==> config.mk <==
export PLATFORM = sky130hd
export DESIGN_NAME = printer_job_scheduler_flat
export DESIGN_NICKNAME = d
export VERILOG_FILES = /design/src/rtl/printer_job_scheduler_pkg.sv /design/src/rtl/printer_job_scheduler_if.sv /design/src/rtl/printer_job_scheduler_rr_pick.sv /design/src/rtl/printer_job_scheduler.sv /design/src/flat_wrapper.sv
export SDC_FILE = /design/constraint.sdc
export NUM_CORES = 1
export LEC_CHECK = 0
export ABC_AREA = 1
export CORE_MARGIN = 2
export CORE_UTILIZATION = 52
export CTS_BUF_LIST = sky130_fd_sc_hd__clkbuf_4 sky130_fd_sc_hd__clkbuf_8
export DETAILED_ROUTE_END_ITERATION = 8
export MAX_ROUTING_LAYER = met4
export PLACE_DENSITY = 0.83
export SLEW_MARGIN = 30
export SYNTH_ARGS = -nofsm -noshare
export SYNTH_HDL_FRONTEND = slang
export SYNTH_SLANG_ARGS = --single-unit
==> constraint.sdc <==
create_clock -name clk -period 2.7 [get_ports clk]
set_input_delay 0.675 -clock clk [delete_from_list [all_inputs] [get_ports clk]]
set_output_delay 0.675 -clock clk [all_outputs]
set_load 0.05 [all_outputs]
==> src/rtl/printer_job_scheduler_pkg.sv <==
// printer_job_scheduler_pkg: shared FSM state type and constants for the printer job scheduler (package printer_pkg).
package printer_pkg;
  typedef enum logic [1:0] {P_IDLE, P_WARM, P_PRINT, P_REL} prn_state_t;
  localparam int USING_FREE = 0;
endpackage

==> src/rtl/printer_job_scheduler_if.sv <==
// printer_job_scheduler_if: requester/printer-engine signals of the scheduler; master = requesters + engine, slave = scheduler.
interface printer_job_scheduler_if #(
  parameter int NREQ = 3,
  parameter int PG_W = 8
);
  localparam int UW = $clog2(NREQ + 1);
  logic [NREQ-1:0] req;
  logic [NREQ*PG_W-1:0] pages;
  logic page_done;
  logic [NREQ-1:0] grant_onehot;
  logic [UW-1:0] usingby;
  logic print_en;
  logic [PG_W-1:0] pages_left;
  logic job_done;
  logic job_abort;
  modport master (
    output req, pages, page_done,
    input grant_onehot, usingby, print_en, pages_left, job_done, job_abort
  );
  modport slave (
    input req, pages, page_done,
    output grant_onehot, usingby, print_en, pages_left, job_done, job_abort
  );
endinterface

==> src/rtl/printer_job_scheduler_rr_pick.sv <==
// rr_pick: combinational round-robin picker; searches elig from ptr+1 modulo NREQ, returns one-hot winner, its index and any.
module rr_pick #(
  parameter int NREQ = 3
) (
  input  logic [NREQ-1:0]         elig,
  input  logic [$clog2(NREQ)-1:0] ptr,
  output logic [NREQ-1:0]         onehot,
  output logic [$clog2(NREQ)-1:0] idx,
  output logic                    any
);
  localparam int IW = $clog2(NREQ);
  always_comb begin
    idx = '0;
    any = 1'b0;
    // Walk the search order backwards so the last hit is the first in round-robin order.
    for (int k = NREQ; k >= 1; k--)
      if (elig[IW'((int'(ptr) + k) % NREQ)]) begin
        any = 1'b1;
        idx = IW'((int'(ptr) + k) % NREQ);
      end
    onehot = any ? NREQ'(1) << idx : '0;
  end
endmodule

==> src/rtl/printer_job_scheduler.sv <==
// printer_job_scheduler: shares one printer among NREQ requesters with round-robin grant, warm-up and page counting.
//   clk, rst          : clock, synchronous active-high reset
//   bus (slave)       : req/pages/page_done in; grant_onehot/usingby/print_en/pages_left/job_done/job_abort out (all registered)
//   PRINTER_TIMEOUT_EN: when defined, aborts a job after MAX_STALL PRINT cycles without page_done.
module printer_job_scheduler
  import printer_pkg::*;
#(
  parameter int NREQ      = 3,
  parameter int PG_W      = 8,
  parameter int WARMUP    = 4,
  parameter int MAX_STALL = 64
) (
  input logic clk,
  input logic rst,
  printer_job_scheduler_if.slave bus
);
  localparam int IW = $clog2(NREQ);
  localparam int UW = $clog2(NREQ + 1);
  localparam int WW = $clog2(WARMUP + 1);
  prn_state_t state, state_n;
  logic [IW-1:0] ptr, ptr_n, widx;
  logic [NREQ-1:0] elig, wone, grant, grant_n;
  logic [UW-1:0] usingby, usingby_n;
  logic [PG_W-1:0] pl, pl_n, wpages;
  logic [WW-1:0] wcnt, wcnt_n;
  logic any, owner_on, stall_hit, done_n, abort_n, job_done, job_abort, print_en;
  always_comb
    for (int i = 0; i < NREQ; i++)
      elig[i] = bus.req[i] && bus.pages[i*PG_W +: PG_W] != '0;
  rr_pick #(.NREQ(NREQ)) u_pick (
    .elig   (elig),
    .ptr    (ptr),
    .onehot (wone),
    .idx    (widx),
    .any    (any)
  );
  assign wpages = bus.pages[widx*PG_W +: PG_W];
  assign owner_on = |(bus.req & grant);
`ifdef PRINTER_TIMEOUT_EN
  localparam int SW = $clog2(MAX_STALL + 1);
  logic [SW-1:0] stall;
  always_ff @(posedge clk)
    stall <= (rst || state != P_PRINT || bus.page_done) ? '0 : stall + 1'b1;
  assign stall_hit = state == P_PRINT && !bus.page_done && stall == SW'(MAX_STALL - 1);
`else
  assign stall_hit = 1'b0;
`endif
  always_comb begin
    state_n = state;
    ptr_n = ptr;
    grant_n = grant;
    usingby_n = usingby;
    pl_n = pl;
    wcnt_n = wcnt;
    done_n = 1'b0;
    abort_n = 1'b0;
    case (state)
      P_IDLE, P_REL: begin
        // Coming from REL the printer is still warm, so a new owner starts printing at once.
        state_n = !any ? P_IDLE : state == P_IDLE ? P_WARM : P_PRINT;
        ptr_n = any ? widx : ptr;
        grant_n = wone;
        usingby_n = any ? UW'(widx) + UW'(1) : UW'(USING_FREE);
        pl_n = any ? wpages : '0;
        wcnt_n = '0;
      end
      P_WARM: begin
        abort_n = !owner_on;
        state_n = !owner_on ? P_REL : wcnt == WW'(WARMUP - 1) ? P_PRINT : P_WARM;
        wcnt_n = wcnt + 1'b1;
      end
      default: begin
        // An abort outranks a page_done arriving in the same cycle.
        abort_n = !owner_on || stall_hit;
        done_n = !abort_n && bus.page_done && pl == PG_W'(1);
        pl_n = !abort_n && bus.page_done ? pl - 1'b1 : pl;
        state_n = abort_n || done_n ? P_REL : P_PRINT;
      end
    endcase
    if (state_n == P_REL) begin
      grant_n = '0;
      usingby_n = UW'(USING_FREE);
      pl_n = '0;
    end
  end
  always_ff @(posedge clk)
    if (rst) begin
      state <= P_IDLE;
      ptr <= IW'(NREQ - 1);
      grant <= '0;
      usingby <= UW'(USING_FREE);
      pl <= '0;
      wcnt <= '0;
      print_en <= 1'b0;
      job_done <= 1'b0;
      job_abort <= 1'b0;
    end else begin
      state <= state_n;
      ptr <= ptr_n;
      grant <= grant_n;
      usingby <= usingby_n;
      pl <= pl_n;
      wcnt <= wcnt_n;
      print_en <= state_n == P_PRINT;
      job_done <= done_n;
      job_abort <= abort_n;
    end
  assign bus.grant_onehot = grant;
  assign bus.usingby = usingby;
  assign bus.print_en = print_en;
  assign bus.pages_left = pl;
  assign bus.job_done = job_done;
  assign bus.job_abort = job_abort;
endmodule

==> src/flat_wrapper.sv <==
// flat-port wrapper written by rule: the top's interface ports become plain ports
module printer_job_scheduler_flat import printer_pkg::*;
#(
  parameter int NREQ      = 3,
  parameter int PG_W      = 8,
  parameter int WARMUP    = 4,
  parameter int MAX_STALL = 64
)
  (clk, rst, bus_req, bus_pages, bus_page_done, bus_grant_onehot, bus_usingby, bus_print_en, bus_pages_left, bus_job_done, bus_job_abort);
  printer_job_scheduler_if #(.NREQ(NREQ), .PG_W(PG_W)) bus_i ();
  input logic clk;
  input logic rst;
  input wire logic [$bits(bus_i.req)-1:0] bus_req;
  input wire logic [$bits(bus_i.pages)-1:0] bus_pages;
  input wire logic [$bits(bus_i.page_done)-1:0] bus_page_done;
  output wire logic [$bits(bus_i.grant_onehot)-1:0] bus_grant_onehot;
  output wire logic [$bits(bus_i.usingby)-1:0] bus_usingby;
  output wire logic [$bits(bus_i.print_en)-1:0] bus_print_en;
  output wire logic [$bits(bus_i.pages_left)-1:0] bus_pages_left;
  output wire logic [$bits(bus_i.job_done)-1:0] bus_job_done;
  output wire logic [$bits(bus_i.job_abort)-1:0] bus_job_abort;
  assign bus_i.req = bus_req;
  assign bus_i.pages = bus_pages;
  assign bus_i.page_done = bus_page_done;
  assign bus_grant_onehot = bus_i.grant_onehot;
  assign bus_usingby = bus_i.usingby;
  assign bus_print_en = bus_i.print_en;
  assign bus_pages_left = bus_i.pages_left;
  assign bus_job_done = bus_i.job_done;
  assign bus_job_abort = bus_i.job_abort;
  printer_job_scheduler #(.NREQ(NREQ), .PG_W(PG_W), .WARMUP(WARMUP), .MAX_STALL(MAX_STALL)) u_core (.clk(clk), .rst(rst), .bus(bus_i));
endmodule
== Word level (Yosys, flattened, before mapping) ==
Index checks and enable logic that the tools add are counted.

* Bits of input ports: 30
* Register bits: 23
* Word-level logic and storage cells: 78
* Output and inout bits: 16

* Shift-type cells: 2
* Add/subtract/negate cells: 6
* Multiplexer cells: 27
* $lt $le $gt $ge: 3
* Bitwise gates (word level): 2
* Equal/unequal tests: 6
* Divide/modulo/power cells: 3
* Reduce and logical (&&, ||, !) cells: 20

{| class="wikitable"
|+ Operator list
! kind !! count
|-
| 32-bit by 3-bit remainder unit with 32-bit output, second input constant || 3
|-
| 8-bit nonzero test || 3
|-
| 24-bit by 6-bit variable part select with 8-bit output || 1
|-
| 2-bit two-way mux || 8
|-
| 8-bit two-way mux || 2
|-
| 8-bit case mux with 2 select lines || 1
|-
| 2-bit by 4-bit < comparator with 1-bit output, second input constant || 3
|-
| 1-bit two-way mux || 10
|-
| 8-bit by 1-bit equality test with 1-bit output, second input constant || 1
|-
| 8-bit by 1-bit subtractor with 8-bit output, second input constant || 1
|-
| 2-bit by 2-bit adder with 3-bit output, second input constant || 2
|-
| 1-bit binary-select mux with 2-bit select || 3
|-
| 2-bit equality test, second input constant || 3
|-
| 3-bit case mux with 2 select lines || 1
|-
| 3-bit OR reduction || 2
|-
| 1-bit logical AND || 5
|-
| 2-bit case mux with 2 select lines || 1
|-
| 2-bit AND reduction || 2
|-
| 2-bit nonzero test || 2
|-
| 2-bit OR reduction || 2
|-
| 4-bit OR reduction || 1
|-
| 2-bit by 1-bit adder with 3-bit output, second input constant || 1
|-
| 3-bit by 1-bit adder with 3-bit output, second input constant || 1
|-
| 3-bit AND || 1
|-
| other kinds (9) || 9
|}

== Logic depth before layout (Yosys ltp) ==
Gate-level depths: netlist of the first run.

* Depth in word-level cells: 12
* Gate-level depth with buffers: 17
* Depth with buffers taken out: 17

== Cells and area by module ==
From an unflattened synthesis of the first run, not the netlist that was laid out.

* Cell total of the unflattened synthesis: 301
* Area total of the unflattened synthesis: 1839.3 um^2

{| class="wikitable"
|+ By module, submodules not included
! module !! instances !! area an instance (um^2) !! cells an instance
|-
| printer_job_scheduler || 1 || 1584.0 || 250
|-
| rr_pick || 1 || 255.2 || 51
|}

== Worst setup path after synthesis of the first run ==
Ideal clock, no wire load.

* Path kind: in2reg
* Start point: input port bus_pages[8]
* End point: register u_core.usingby[1] (netlist: u_core.bus.usingby[1])
* Path slack: 0.422 ns
* Buffers on the path: 0
* Stages on the path: 15
* Data required time: 2.634 ns
* Arrival: 2.212 ns
* Cell sequence: inv_2 nand2_1 nor2_2 nand2_1 nand3_1 nand2_1 nand2_2 nand2_4 nor2_4 nand2_4 nand2_8 inv_4 ha_1 or2_2 a21oi_2

* Elaborated cells between the ends (all ways): 23
* Those cells by class: 1 x add/sub; 1 x eq/ne; 18 x mux; 3 x reduce/logical

{| class="wikitable"
|+ RTL lines
! what !! RTL line !! text
|-
| from (decl) || flat_wrapper.sv:14 || <nowiki>input wire logic [$bits(bus_i.pages)-1:0] bus_pages;</nowiki>
|-
| 8-bit nonzero test * || printer_job_scheduler.sv:29 || <nowiki>elig[i] = bus.req[i] && bus.pages[i*PG_W +: PG_W] != '0;</nowiki>
|-
| 1-bit logical AND * || printer_job_scheduler.sv:29 ||
|-
| 1-bit binary-select mux with 2-bit select || printer_job_scheduler_rr_pick.sv:17 || <nowiki>if (elig[IW'((int'(ptr) + k) % NREQ)]) begin</nowiki>
|-
| 1-bit two-way mux (implied by the code) (2 in series) || printer_job_scheduler_rr_pick.sv:17 ||
|-
| 2-bit two-way mux (2 in series) || printer_job_scheduler_rr_pick.sv:17 ||
|-
| 2-bit two-way mux * || printer_job_scheduler_rr_pick.sv:17 ||
|-
| via u_core.u_pick.idx[0] || printer_job_scheduler_rr_pick.sv:8 || <nowiki>output logic [$clog2(NREQ)-1:0] idx,</nowiki>
|-
| 2-bit by 1-bit adder with 2-bit output * || printer_job_scheduler.sv:63 || <nowiki>usingby_n = any ? UW'(widx) + UW'(1) : UW'(USING_FREE);</nowiki>
|-
| 2-bit two-way mux * || printer_job_scheduler.sv:63 ||
|-
| to (signal assigned) || printer_job_scheduler.sv:91 || <nowiki>usingby <= UW'(USING_FREE);</nowiki>
|-
| to (signal assigned) || printer_job_scheduler.sv:101 || <nowiki>usingby <= usingby_n;</nowiki>
|-
| to (decl) || printer_job_scheduler.sv:23 || <nowiki>logic [UW-1:0] usingby, usingby_n;</nowiki>
|}

Mark *: on every way through the listed nets, which the timed path passes. The rest lies on a longest branch. The select of a mux whose other input is x is not followed.
A chain may end at the register's enable or synchronous reset.

== Worst setup path after layout of the first run ==
* Start point: input port bus_pages[4]
* End point: register u_core.usingby[1] (netlist: u_core.bus.usingby[1])

Same word-level chain as after synthesis.

==> metrics.yaml, run 1 <==
worstSkewPairLatency_ns: 0.27
required_ns: 2.91
hold-path-endpoint: "u_core.bus.grant_onehot[0]"
die_height_um: 64.7
grtUsageMet2_pct: 42.1
finalSetupViolCount: 0
worst_ep_arrival_time_ns: 2.68
share_comb_of_total_power_pct: 77.7
drive_above_1_share_pct: 17.0
antenna_found_initial: 0
slowest_delay_ns: 0.44
holdCritStartpoint: "u_core.bus.grant_onehot[0]"
compound_cell_area_share_of_the_yosys_netlist_pct: 12.1
register_share_of_total_power_pct: 15.8
switching_share_of_power_pct: 54.9
period_needed_ns: 2.47
global_route.peak_usage_layer: "met2"
drv.max_cap_violation_count: 0
nNetsFinal: 391
postCtsSetupBuffers: 0
max_slew.worst_pin.slew_ns: 0.492
post_synth_num_cell_types: 36
min-delay-path-class: "reg -> reg"
die-width_um: 64.7
critical_path.max_fanout: 3
holdPathStages: 2
critical_path_depth: 15
fp.coreArea_um2: 3610
vias_in_the_first_global_route: 1832
rsz0062_at_grt: "no"
start_util_pct: 53.2
placement_rows: 22
clk_root_buffer_cell: "sky130_fd_sc_hd__clkbuf_8"
area_growth_from_synthesis_to_layout_pct: 33.0
cts.path.max_buffers: 2
whs_ns: 0.479
synth_xor_xnor_area_share_pct: 0.457
num-fill-cells: 323
boundaryPins: 46
gp_congestion: 0.868
syn-cell-area_um2: 1920
avgRoutedWirePerCell_um: 11.8
critical_path.reg2reg.endpoint: "u_core.bus.usingby[1]"
detail-route-antenna-nets: 0
ir_drop_mv: 0.900
synth_sequential_area_ratio_pct: 24.0
max_freq_mhz: 405
post_synth_and_or_nand_nor_area_fraction_pct: 44.0
power.net_switching_mw: 1.86
report.final.slew_viol_count: 0
share_clk_of_total_power_pct: 6.5
critical_path_class: "in -> reg"
power_report.internal_total_mw: 1.52
yosys-mux-area-fraction_pct: 0
cts-buffers-inserted: 3
via_count: 1997
outcome: "finished, final reports clean"
finalCoreUtilization_pct: 70.7
delay_heaviest_family_cp: "simple AND/OR/NAND/NOR gates"
slowest_stage: "sky130_fd_sc_hd__clkdlybuf4s50_1"
synth_adder_area_share_pct: 8.49
worstReg2RegStart: "u_core.ptr[0]"
hold_viol: 0
slew_headroom_pct: 66.9
antenna_diode_instance_count: 0
globalRouteMet3Util_pct: 3.13
synth.net_count: 331
synthCells: 288
number_of_clock_sinks_seen_by_cts: 23
post-route-drc-count: 0
grt_first_pass_wirelength_um: 7910
critPathLaunchType: "input port"
dieArea_um2: 4190
fin_worst_skew_ns: 0.00227
cp.buffers_inverters: 2
worstRegToRegCells: 11
overflow: 0
path_cells: "clkdlybuf4s50_1 > nor2_1 > and2_1 > nand2_2 > nand3_1 > nand2_1 > nand2_2 > nand2_4 > nor2_4 > nand2_4 > nand2_8 > inv_4 > ha_1 > or2_2 > a21oi_2"
grtUsageTotal_pct: 24.1
route.final.wire_length_um: 4650
timing.setup.tns_ns: 0
synth-warning-count: 0
cts_max_level: 1
hpwlAfterDp_um: 3740
synth_top_family_by_area: "simple AND/OR/NAND/NOR gates"
number_of_vias_per_cell_after_detailed_routing: 5.06
r2r_setup_slack_ns: 0.45
period_share_pct: 91.4
hold_buffers: 0
static-leakage-power_nw: 1.19
syn_avg_cell_area_um2: 6.66
cts.reportedPaths.clkPinSlew_ns: 0.08
worstSetupEndpointType: "flop"
ys_seq_elements: 23
cts_resized: 0
maximum_number_of_pins_on_one_net_before_global_route_repair: 14
drt_iter0_markers: 120
firstDrtPassIters: 4
tritoncts: "done"
gr-usage-met1_pct: 29.8
port_buffers: 45
pwr_density_cell_nw_per_um2: 1330
-- cells in the mapped netlist --
cell / n / area, um2
sky130_fd_sc_hd__a21oi_1: 18 / 90.1
sky130_fd_sc_hd__nand2_8: 2 / 40.0
sky130_fd_sc_hd__nand2_4: 6 / 67.6
sky130_fd_sc_hd__clkinv_1: 1 / 3.75
sky130_fd_sc_hd__a21oi_2: 1 / 8.76
sky130_fd_sc_hd__a21oi_4: 1 / 16.3
sky130_fd_sc_hd__and2_1: 2 / 12.5
sky130_fd_sc_hd__nand4_1: 3 / 18.8
sky130_fd_sc_hd__nor2_2: 7 / 43.8
sky130_fd_sc_hd__o211ai_1: 5 / 37.5
sky130_fd_sc_hd__a21boi_1: 1 / 7.51
sky130_fd_sc_hd__inv_2: 3 / 11.3
sky130_fd_sc_hd__clkbuf_1: 2 / 7.51
sky130_fd_sc_hd__or2_2: 2 / 12.5
sky130_fd_sc_hd__nor2_8: 1 / 20.0
sky130_fd_sc_hd__nand2_2: 7 / 43.8
sky130_fd_sc_hd__o22ai_1: 1 / 6.26
sky130_fd_sc_hd__o21ai_0: 5 / 25.0
sky130_fd_sc_hd__or4_1: 1 / 7.51
sky130_fd_sc_hd__nor2_4: 2 / 22.5
sky130_fd_sc_hd__nor4_1: 1 / 6.26
sky130_fd_sc_hd__nor2_1: 44 / 165
sky130_fd_sc_hd__inv_8: 1 / 11.3
sky130_fd_sc_hd__a211oi_1: 2 / 15.0
sky130_fd_sc_hd__inv_4: 3 / 18.8
sky130_fd_sc_hd__ha_1: 13 / 163
sky130_fd_sc_hd__buf_4: 1 / 7.51
sky130_fd_sc_hd__nand3_2: 5 / 50.1
sky130_fd_sc_hd__nand3_1: 21 / 105
sky130_fd_sc_hd__nor3_1: 2 / 10.0
sky130_fd_sc_hd__inv_1: 36 / 135
sky130_fd_sc_hd__o21ai_1: 5 / 25.0
sky130_fd_sc_hd__dfxtp_1: 23 / 460
sky130_fd_sc_hd__buf_8: 1 / 15.0
sky130_fd_sc_hd__nand2_1: 58 / 218
sky130_fd_sc_hd__xor2_1: 1 / 8.76
-- stage by stage --
stage	total power, mW	setup slack [ns]	instance area, um2	std cells
3_5_place_dp	3.14	-0.0565	2500	391
2_1_floorplan	2.47	0.422	1920	288
3_3_place_gp	3.10	-0.0140	2500	391
6_report	3.38	0.233	2550	395
5_1_grt	3.67	0.0820	2550	395
4_1_cts	3.38	0.221	2550	395
-- how the worst max path moves through the flow --
stage	slack, ns	start	endpoint
2_1_floorplan	0.42	bus_pages[8]	u_core.bus.usingby[1]
3_3_place_gp	-0.01	bus_pages[5]	u_core.bus.usingby[1]
4_1_cts	0.22	bus_pages[4]	u_core.bus.usingby[1]
3_5_place_dp	-0.06	bus_pages[4]	u_core.bus.usingby[1]
6_report	0.23	bus_pages[4]	u_core.bus.usingby[1]
5_1_grt	0.08	bus_pages[13]	u_core.bus.usingby[1]
-- flip-flops by register name, indices dropped and copies added (netlist names) --
signal / count
u_core.bus.pages_left: 8
u_core.wcnt: 3
u_core.ptr: 2
u_core.state: 2
u_core.bus.print_en: 1
u_core.bus.usingby: 2
u_core.bus.job_done: 1
u_core.bus.grant_onehot: 3
u_core.bus.job_abort: 1
-- kinds of logic after synthesis --
group,Yosys count
xor+xnor,1
buf+inv,48
simple gates,164
compound gates,39
flops,23
fa+ha+maj,13
-- worst register-to-register path: cells and delay by family, from the launching register on --
kind | cells | cell delay [ns]
AND/OR/NAND/NOR | 5 | 0.86
flip-flops | 1 | 0.34
AO/OA/AOI/OAI | 1 | 0.10
adder cells (fa/ha/maj) | 2 | 0.62
buffers and inverters | 3 | 0.27
-- layout by cell type (no fill, tap or decap), types with 3 or more instances in the layout --
master                             n
sky130_fd_sc_hd__a21oi_1          18
sky130_fd_sc_hd__buf_4            14
sky130_fd_sc_hd__clkbuf_8          3
sky130_fd_sc_hd__clkdlybuf4s50_1  45
sky130_fd_sc_hd__dfxtp_1          23
sky130_fd_sc_hd__ha_1             13
sky130_fd_sc_hd__inv_1            36
sky130_fd_sc_hd__inv_2             3
sky130_fd_sc_hd__inv_4             3
sky130_fd_sc_hd__nand2_1          58
sky130_fd_sc_hd__nand2_2           7
sky130_fd_sc_hd__nand2_4           6
sky130_fd_sc_hd__nand3_1          21
sky130_fd_sc_hd__nand3_2           5
sky130_fd_sc_hd__nand4_1           3
sky130_fd_sc_hd__nor2_1           44
sky130_fd_sc_hd__nor2_2            7
sky130_fd_sc_hd__o211ai_1          5
sky130_fd_sc_hd__o21ai_0           5
sky130_fd_sc_hd__o21ai_1           5
-- power by group through the flow --
stage | clock network [mW] | logic (mW) | registers, mW
finish | 0.221 | 2.63 | 0.533
global route | 0.235 | 2.89 | 0.548
CTS | 0.222 | 2.63 | 0.531
detailed placement | 0 | 2.61 | 0.537
global placement | 0 | 2.57 | 0.533
floorplan | 0 | 1.72 | 0.755
-- cell type report --
cell class | instances | area [um2] | area share, %
clock buffers | 3 | 41.3 | 1.62
clock inverters | 1 | 5.00 | 0.196
inverters | 44 | 180 | 7.07
multi-input cells | 217 | 1250 | 48.9
flip-flops and latches | 23 | 460 | 18.1
well taps | 48 | 60.1 | 2.36
repair buffers | 59 | 556 | 21.8
-- metal layers --
metal	share of wire (%)	wire, um	vias to the layer above
met3	4.9	226	6
met5	0	0	-
met2	48	2250	62
li1	-	-	1029
met1	46	2120	900
met4	1.1	51	0
Note: power is estimated with default switching activity, not from simulation.
==> inputs of run 2 (changes only) <==
--- a/config.mk
+++ b/config.mk
@@ -6,7 +6,7 @@
 export NUM_CORES = 1
 export LEC_CHECK = 0
 export ABC_AREA = 1
-export CORE_MARGIN = 2
+export CORE_MARGIN = 1.5
 export CORE_UTILIZATION = 52
 export CTS_BUF_LIST = sky130_fd_sc_hd__clkbuf_4 sky130_fd_sc_hd__clkbuf_8
 export DETAILED_ROUTE_END_ITERATION = 8
==> metrics.yaml, run 2 (synthesis results as in run 1) <==
outcome: "finished, final reports clean"
firstDrtPassIters: 4  # unchanged
max_slew.worst_pin.slew_ns: 0.498  # +0.00618 ns
mostFrequentLayoutCell: "sky130_fd_sc_hd__nand2_1"
hold_buffers: 0  # unchanged
drt_iter0_markers: 107  # -11%
ir_drop_mv: 0.697  # -23%
start_util_pct: 55.7  # +2.5 points
hold_viol: 0  # unchanged
period_needed_ns: 2.46  # -0.00262 ns
cts.reportedPaths.clkPinSlew_ns: 0.08  # about the same
nNetsFinal: 387  # -1.0%
slowest_stage: "sky130_fd_sc_hd__clkdlybuf4s50_1"
critical_path.max_fanout: 3  # unchanged
die_height_um: 63.7  # -1.5%
route.final.wire_length_um: 4310  # -7.3%
worstSetupEndpointType: "flop"
grtUsageTotal_pct: 24.3  # +0.12 points
timing.setup.tns_ns: 0  # unchanged
rsz0062_at_grt: "no"
flip_flop_count_of_the_largest_register_all_copies_and_words_added: 8  # unchanged
slew_headroom_pct: 66.7  # -0.21 points
period_share_pct: 91.3  # -0.097 points
antenna_diode_instance_count: 0  # unchanged
required_ns: 2.91  # about the same
number_of_vias_per_cell_after_detailed_routing: 4.98  # -1.4%
grt_first_pass_wirelength_um: 7670  # -3.0%
critical_path_class: "in -> reg"
area_growth_from_synthesis_to_layout_pct: 31.3
cp.buffers_inverters: 3  # +1
pwr_density_cell_nw_per_um2: 1310  # -1.2%
fin_worst_skew_ns: 0.00389  # +0.00162 ns
min-delay-path-class: "reg -> reg"
worstSkewPairLatency_ns: 0.27  # about the same
die-width_um: 63.7  # -1.5%
maximum_number_of_pins_on_one_net_before_global_route_repair: 14  # unchanged
number_of_clock_sinks_seen_by_cts: 23  # unchanged
max_freq_mhz: 406  # +0.11%
post-route-drc-count: 0  # unchanged
gp_congestion: 0.898  # +3.6%
clk_root_buffer_cell: "sky130_fd_sc_hd__clkbuf_8"
worst_ep_arrival_time_ns: 2.67  # about the same
slowest_delay_ns: 0.42  # -0.02 ns
finalSetupViolCount: 0  # unchanged
boundaryPins: 46  # unchanged
layout.cells.most_common_list: "sky130_fd_sc_hd__nand2_1 (58), sky130_fd_sc_hd__clkdlybuf4s50_1 (45), sky130_fd_sc_hd__nor2_1 (44)"
tritoncts: "done"
detail-route-antenna-nets: 0  # unchanged
critical-path-top-cell-by-count: "sky130_fd_sc_hd__nand2_1"
cts_max_level: 1  # unchanged
dieArea_um2: 4060  # -3.1%
postCtsSetupBuffers: 0  # unchanged
via_count: 1939  # -2.9%
critPathLaunchType: "input port"
port_buffers: 45  # unchanged
cts_resized: 0  # unchanged
worst_path_setup_slack_after_routing_ns: 0.235  # +0.00262 ns
cts-buffers-inserted: 3  # unchanged
delay_heaviest_family_cp: "simple AND/OR/NAND/NOR gates"
report.final.slew_viol_count: 0  # unchanged
vias_in_the_first_global_route: 1792  # -2.2%
whs_ns: 0.474  # -0.00435 ns
placement_rows: 21  # -4.5%
dp_slack_ns: -0.0663  # -0.00976 ns
avgRoutedWirePerCell_um: 11.1  # -5.8%
drive_above_1_share_pct: 16.0  # -0.97 points
antenna_found_initial: 0  # unchanged
drv.max_cap_violation_count: 0  # unchanged
overflow: 0  # unchanged
cts.path.max_buffers: 2  # unchanged
fp.coreArea_um2: 3440  # -4.5%
path_cells: "clkdlybuf4s50_1 > inv_1 > nand2_1 > nor2_2 > nand2_1 > nand3_1 > nand2_1 > nand2_2 > nand2_4 > nor2_4 > nand2_4 > nand2_8 > inv_4 > ha_1 > or2_2 > a21oi_2"
static-leakage-power_nw: 1.17  # -1.6%
hpwlAfterDp_um: 3550  # -5.2%
[run 2: per-stage QoR]
stage / total power, mW / util (%) / area, um2 / instances
3_3_place_gp: 3.06 / 71.8 / 2470 / 385
6_report: 3.30 / 73.1 / 2520 / 389
4_1_cts: 3.32 / 73.1 / 2520 / 389
3_5_place_dp: 3.09 / 71.8 / 2470 / 385
2_1_floorplan: 2.47 / - / 1920 / 288
5_1_grt: 3.63 / 73.1 / 2520 / 389
[run 2: final timing paths]
check                                           startpoint  cells after the start  slack (ns)                         end
worst min-delay path            u_core.bus.grant_onehot[0]                      2        0.47  u_core.bus.grant_onehot[0]
worst max register to register               u_core.ptr[0]                     11        0.47       u_core.bus.usingby[1]
worst min register to register  u_core.bus.grant_onehot[0]                      2        0.47  u_core.bus.grant_onehot[0]
worst max-delay path                         bus_pages[13]                     16        0.24       u_core.bus.usingby[1]
[run 2: cell type report]
type / instances / area, um2
sequential: 23 / 460
tap: 46 / 57.6
clock buffer: 3 / 41.3
clock inverter: 1 / 5.00
multi-input combinational: 217 / 1250
fill: 297 / 926
timing repair buffer: 55 / 526
inverter: 44 / 180
[run 2: power breakdown]
group / switching [mW] / leakage (nW) / internal [mW]
Clock: 0.114 / 0.0255 / 0.103
Sequential: 0.0795 / 0.189 / 0.447
Combinational: 1.61 / 0.954 / 0.938
[run 2: worst min-delay path: cells and delay by family (launching register included)]
kind / cells / cell delay (ns)
flip-flops: 1 / 0.33
AND/OR/NAND/NOR: 1 / 0.05
AO/OA/AOI/OAI: 1 / 0.05
[run 2: per-layer routing]
metal,track usage (%),vias up,routed length (um)
met4,5.43,0,28
met3,5.18,4,213
met5,-,-,0
met2,40.4,58,2010
met1,30.1,845,2050
li1,-,1032,-
==> inputs of run 3 (changes only) <==
--- a/config.mk
+++ b/config.mk
@@ -6,13 +6,13 @@
 export NUM_CORES = 1
 export LEC_CHECK = 0
 export ABC_AREA = 1
+export CORE_ASPECT_RATIO = 1.5
 export CORE_MARGIN = 1.5
 export CORE_UTILIZATION = 52
 export CTS_BUF_LIST = sky130_fd_sc_hd__clkbuf_4 sky130_fd_sc_hd__clkbuf_8
 export DETAILED_ROUTE_END_ITERATION = 8
 export MAX_ROUTING_LAYER = met4
 export PLACE_DENSITY = 0.83
-export SLEW_MARGIN = 30
 export SYNTH_ARGS = -nofsm -noshare
 export SYNTH_HDL_FRONTEND = slang
 export SYNTH_SLANG_ARGS = --single-unit
==> metrics.yaml, run 3 (synthesis results as in run 1) <==
fin_worst_skew_ns: 0.00524  # +0.00135 ns
hpwlAfterDp_um: 3770  # +6.3%
mostFrequentLayoutCell: "sky130_fd_sc_hd__nand2_1"
r2r_setup_slack_ns: 0.44  # -0.03 ns
firstDrtPassIters: 4  # unchanged
critical_path.reg2reg.endpoint: "u_core.bus.usingby[1]"
grtUsageTotal_pct: 25.0  # +0.72 points
finalCoreUtilization_pct: 73.2  # +0.12 points
critical_path_class: "in -> reg"
clk_root_buffer_cell: "sky130_fd_sc_hd__clkbuf_8"
gp_congestion: 0.945  # +5.2%
multiInputGateArea_um2: 1250  # unchanged
slew_headroom_pct: 66.1  # -0.54 points
drt_iter0_markers: 69  # -36%
hold_viol: 0  # unchanged
port_buffers: 45  # unchanged
drive_above_1_share_pct: 16.8  # +0.73 points
grt_first_pass_wirelength_um: 7740  # +0.90%
antenna_found_initial: 0  # unchanged
dieArea_um2: 4070  # +0.19%
required_ns: 2.92  # about the same
period_needed_ns: 2.46  # -0.00133 ns
maximum_number_of_pins_on_one_net_before_global_route_repair: 15  # +1
hold_buffers: 0  # unchanged
die_height_um: 77.4  # +21%
cts.reportedPaths.clkPinSlew_ns: 0.09  # about the same
avgRoutedWirePerCell_um: 11.6  # +4.4%
worstRegToRegCells: 13  # +2
report.final.slew_viol_count: 0  # unchanged
layout.cells.most_common_list: "sky130_fd_sc_hd__nand2_1 (58), sky130_fd_sc_hd__clkdlybuf4s50_1 (45), sky130_fd_sc_hd__nor2_1 (44)"
number_of_vias_per_cell_after_detailed_routing: 5.13  # +2.8%
timing.setup.tns_ns: 0  # unchanged
boundaryPins: 46  # unchanged
holdCritStartpoint: "u_core.bus.usingby[1]"
start_util_pct: 55.1  # -0.62 points
area_growth_from_synthesis_to_layout_pct: 33.0
hold-path-endpoint: "u_core.bus.usingby[1]"
period_share_pct: 91.2  # about the same
tritoncts: "done"
worstSetupEndpointType: "flop"
static-leakage-power_nw: 1.19  # +1.4%
vias_in_the_first_global_route: 1877  # +4.7%
max_freq_mhz: 406  # about the same
pwr_density_cell_nw_per_um2: 1330  # +1.5%
cts_resized: 0  # unchanged
worstReg2RegStart: "u_core.ptr[0]"
placement_rows: 26  # +24%
antenna_diode_instance_count: 0  # unchanged
detail-route-antenna-nets: 0  # unchanged
number_of_clock_sinks_seen_by_cts: 23  # unchanged
overflow: 0  # unchanged
postCtsSetupBuffers: 0  # unchanged
finalSetupViolCount: 0  # unchanged
cts-buffers-inserted: 3  # unchanged
fp.coreArea_um2: 3480  # +1.1%
nNetsFinal: 390  # +0.78%
worst_ep_arrival_time_ns: 2.68  # about the same
rsz0062_at_grt: "no"
holdPathStages: 2  # unchanged
register_area_um2: 460  # unchanged
cts.path.max_buffers: 2  # unchanged
drv.max_cap_violation_count: 0  # unchanged
die-width_um: 52.6  # -17%
outcome: "finished, final reports clean"
num-fill-cells: 310  # +4.4%
cts_max_level: 1  # unchanged
worstSkewPairLatency_ns: 0.27  # about the same
post-route-drc-count: 0  # unchanged
critical_path.max_fanout: 3  # unchanged
route.final.wire_length_um: 4480  # +4.1%
via_count: 1989  # +2.6%
critPathLaunchType: "input port"
min-delay-path-class: "reg -> reg"
flip_flop_count_of_the_largest_register_all_copies_and_words_added: 8  # unchanged
max_slew.worst_pin.slew_ns: 0.506  # +0.00802 ns
ir_drop_mv: 1.23  # +77%
report.power.total_mw: 3.39  # +2.8%
[run 3: how the worst max path moves through the flow]
stage | start | end | slack, ns | depth (start not counted)
3_5_place_dp | bus_pages[13] | u_core.bus.usingby[1] | -0.05 | 16
3_3_place_gp | bus_pages[13] | u_core.bus.usingby[1] | -0.01 | 16
6_report | bus_pages[13] | u_core.bus.usingby[1] | 0.24 | 16
4_1_cts | bus_pages[13] | u_core.bus.usingby[1] | 0.23 | 16
5_1_grt | bus_pages[15] | u_core.bus.usingby[1] | 0.1 | 16
2_1_floorplan | bus_pages[8] | u_core.bus.usingby[1] | 0.42 | 15
[run 3: metrics by stage]
step / setup slack [ns] / hold slack (ns) / std cells / area (um2)
5_1_grt: 0.0962 / 0.512 / 388 / 2550
3_3_place_gp: -0.0129 / 0.457 / 384 / 2500
3_5_place_dp: -0.0533 / 0.473 / 384 / 2500
6_report: 0.237 / 0.483 / 388 / 2550
4_1_cts: 0.235 / 0.487 / 388 / 2550
2_1_floorplan: 0.422 / 0.443 / 288 / 1920
[run 3: layout make-up]
type / instances / area share, %
Inverter: 44 / 7.07
Multi-Input combinational cell: 217 / 48.9
Tap cell: 42 / 2.06
Timing Repair Buffer: 58 / 22.0
Clock buffer: 3 / 1.62
Clock inverter: 1 / 0.295
Sequential cell: 23 / 18.1
[run 3: critical path: stages]
cell,delay [ns]
sky130_fd_sc_hd__clkdlybuf4s50_1,0.43
sky130_fd_sc_hd__inv_1,0.06
sky130_fd_sc_hd__nand2_1,0.05
sky130_fd_sc_hd__nor2_2,0.14
sky130_fd_sc_hd__nand2_1,0.09
sky130_fd_sc_hd__nand3_1,0.07
sky130_fd_sc_hd__nand2_1,0.07
sky130_fd_sc_hd__nand2_2,0.09
sky130_fd_sc_hd__nand2_4,0.07
sky130_fd_sc_hd__nor2_4,0.10
sky130_fd_sc_hd__nand2_4,0.07
sky130_fd_sc_hd__nand2_8,0.06
sky130_fd_sc_hd__inv_4,0.03
sky130_fd_sc_hd__ha_1,0.26
sky130_fd_sc_hd__or2_2,0.30
sky130_fd_sc_hd__a21oi_2,0.11
[run 3: report_power, final]
part | leakage, nW | internal (mW) | total (mW) | switching [mW]
sequential | 0.189 | 0.447 | 0.527 | 0.0796
clock | 0.0217 | 0.105 | 0.225 | 0.120
combinational | 0.975 | 0.987 | 2.64 | 1.65
[run 3: layer usage]
metal / vias up / track usage [%] / routed length (um)
met5: - / - / 0
met4: 0 / 10.3 / 101
met3: 11 / 2.12 / 134
met2: 52 / 43.5 / 2330
met1: 891 / 28.3 / 1920
li1: 1035 / - / -
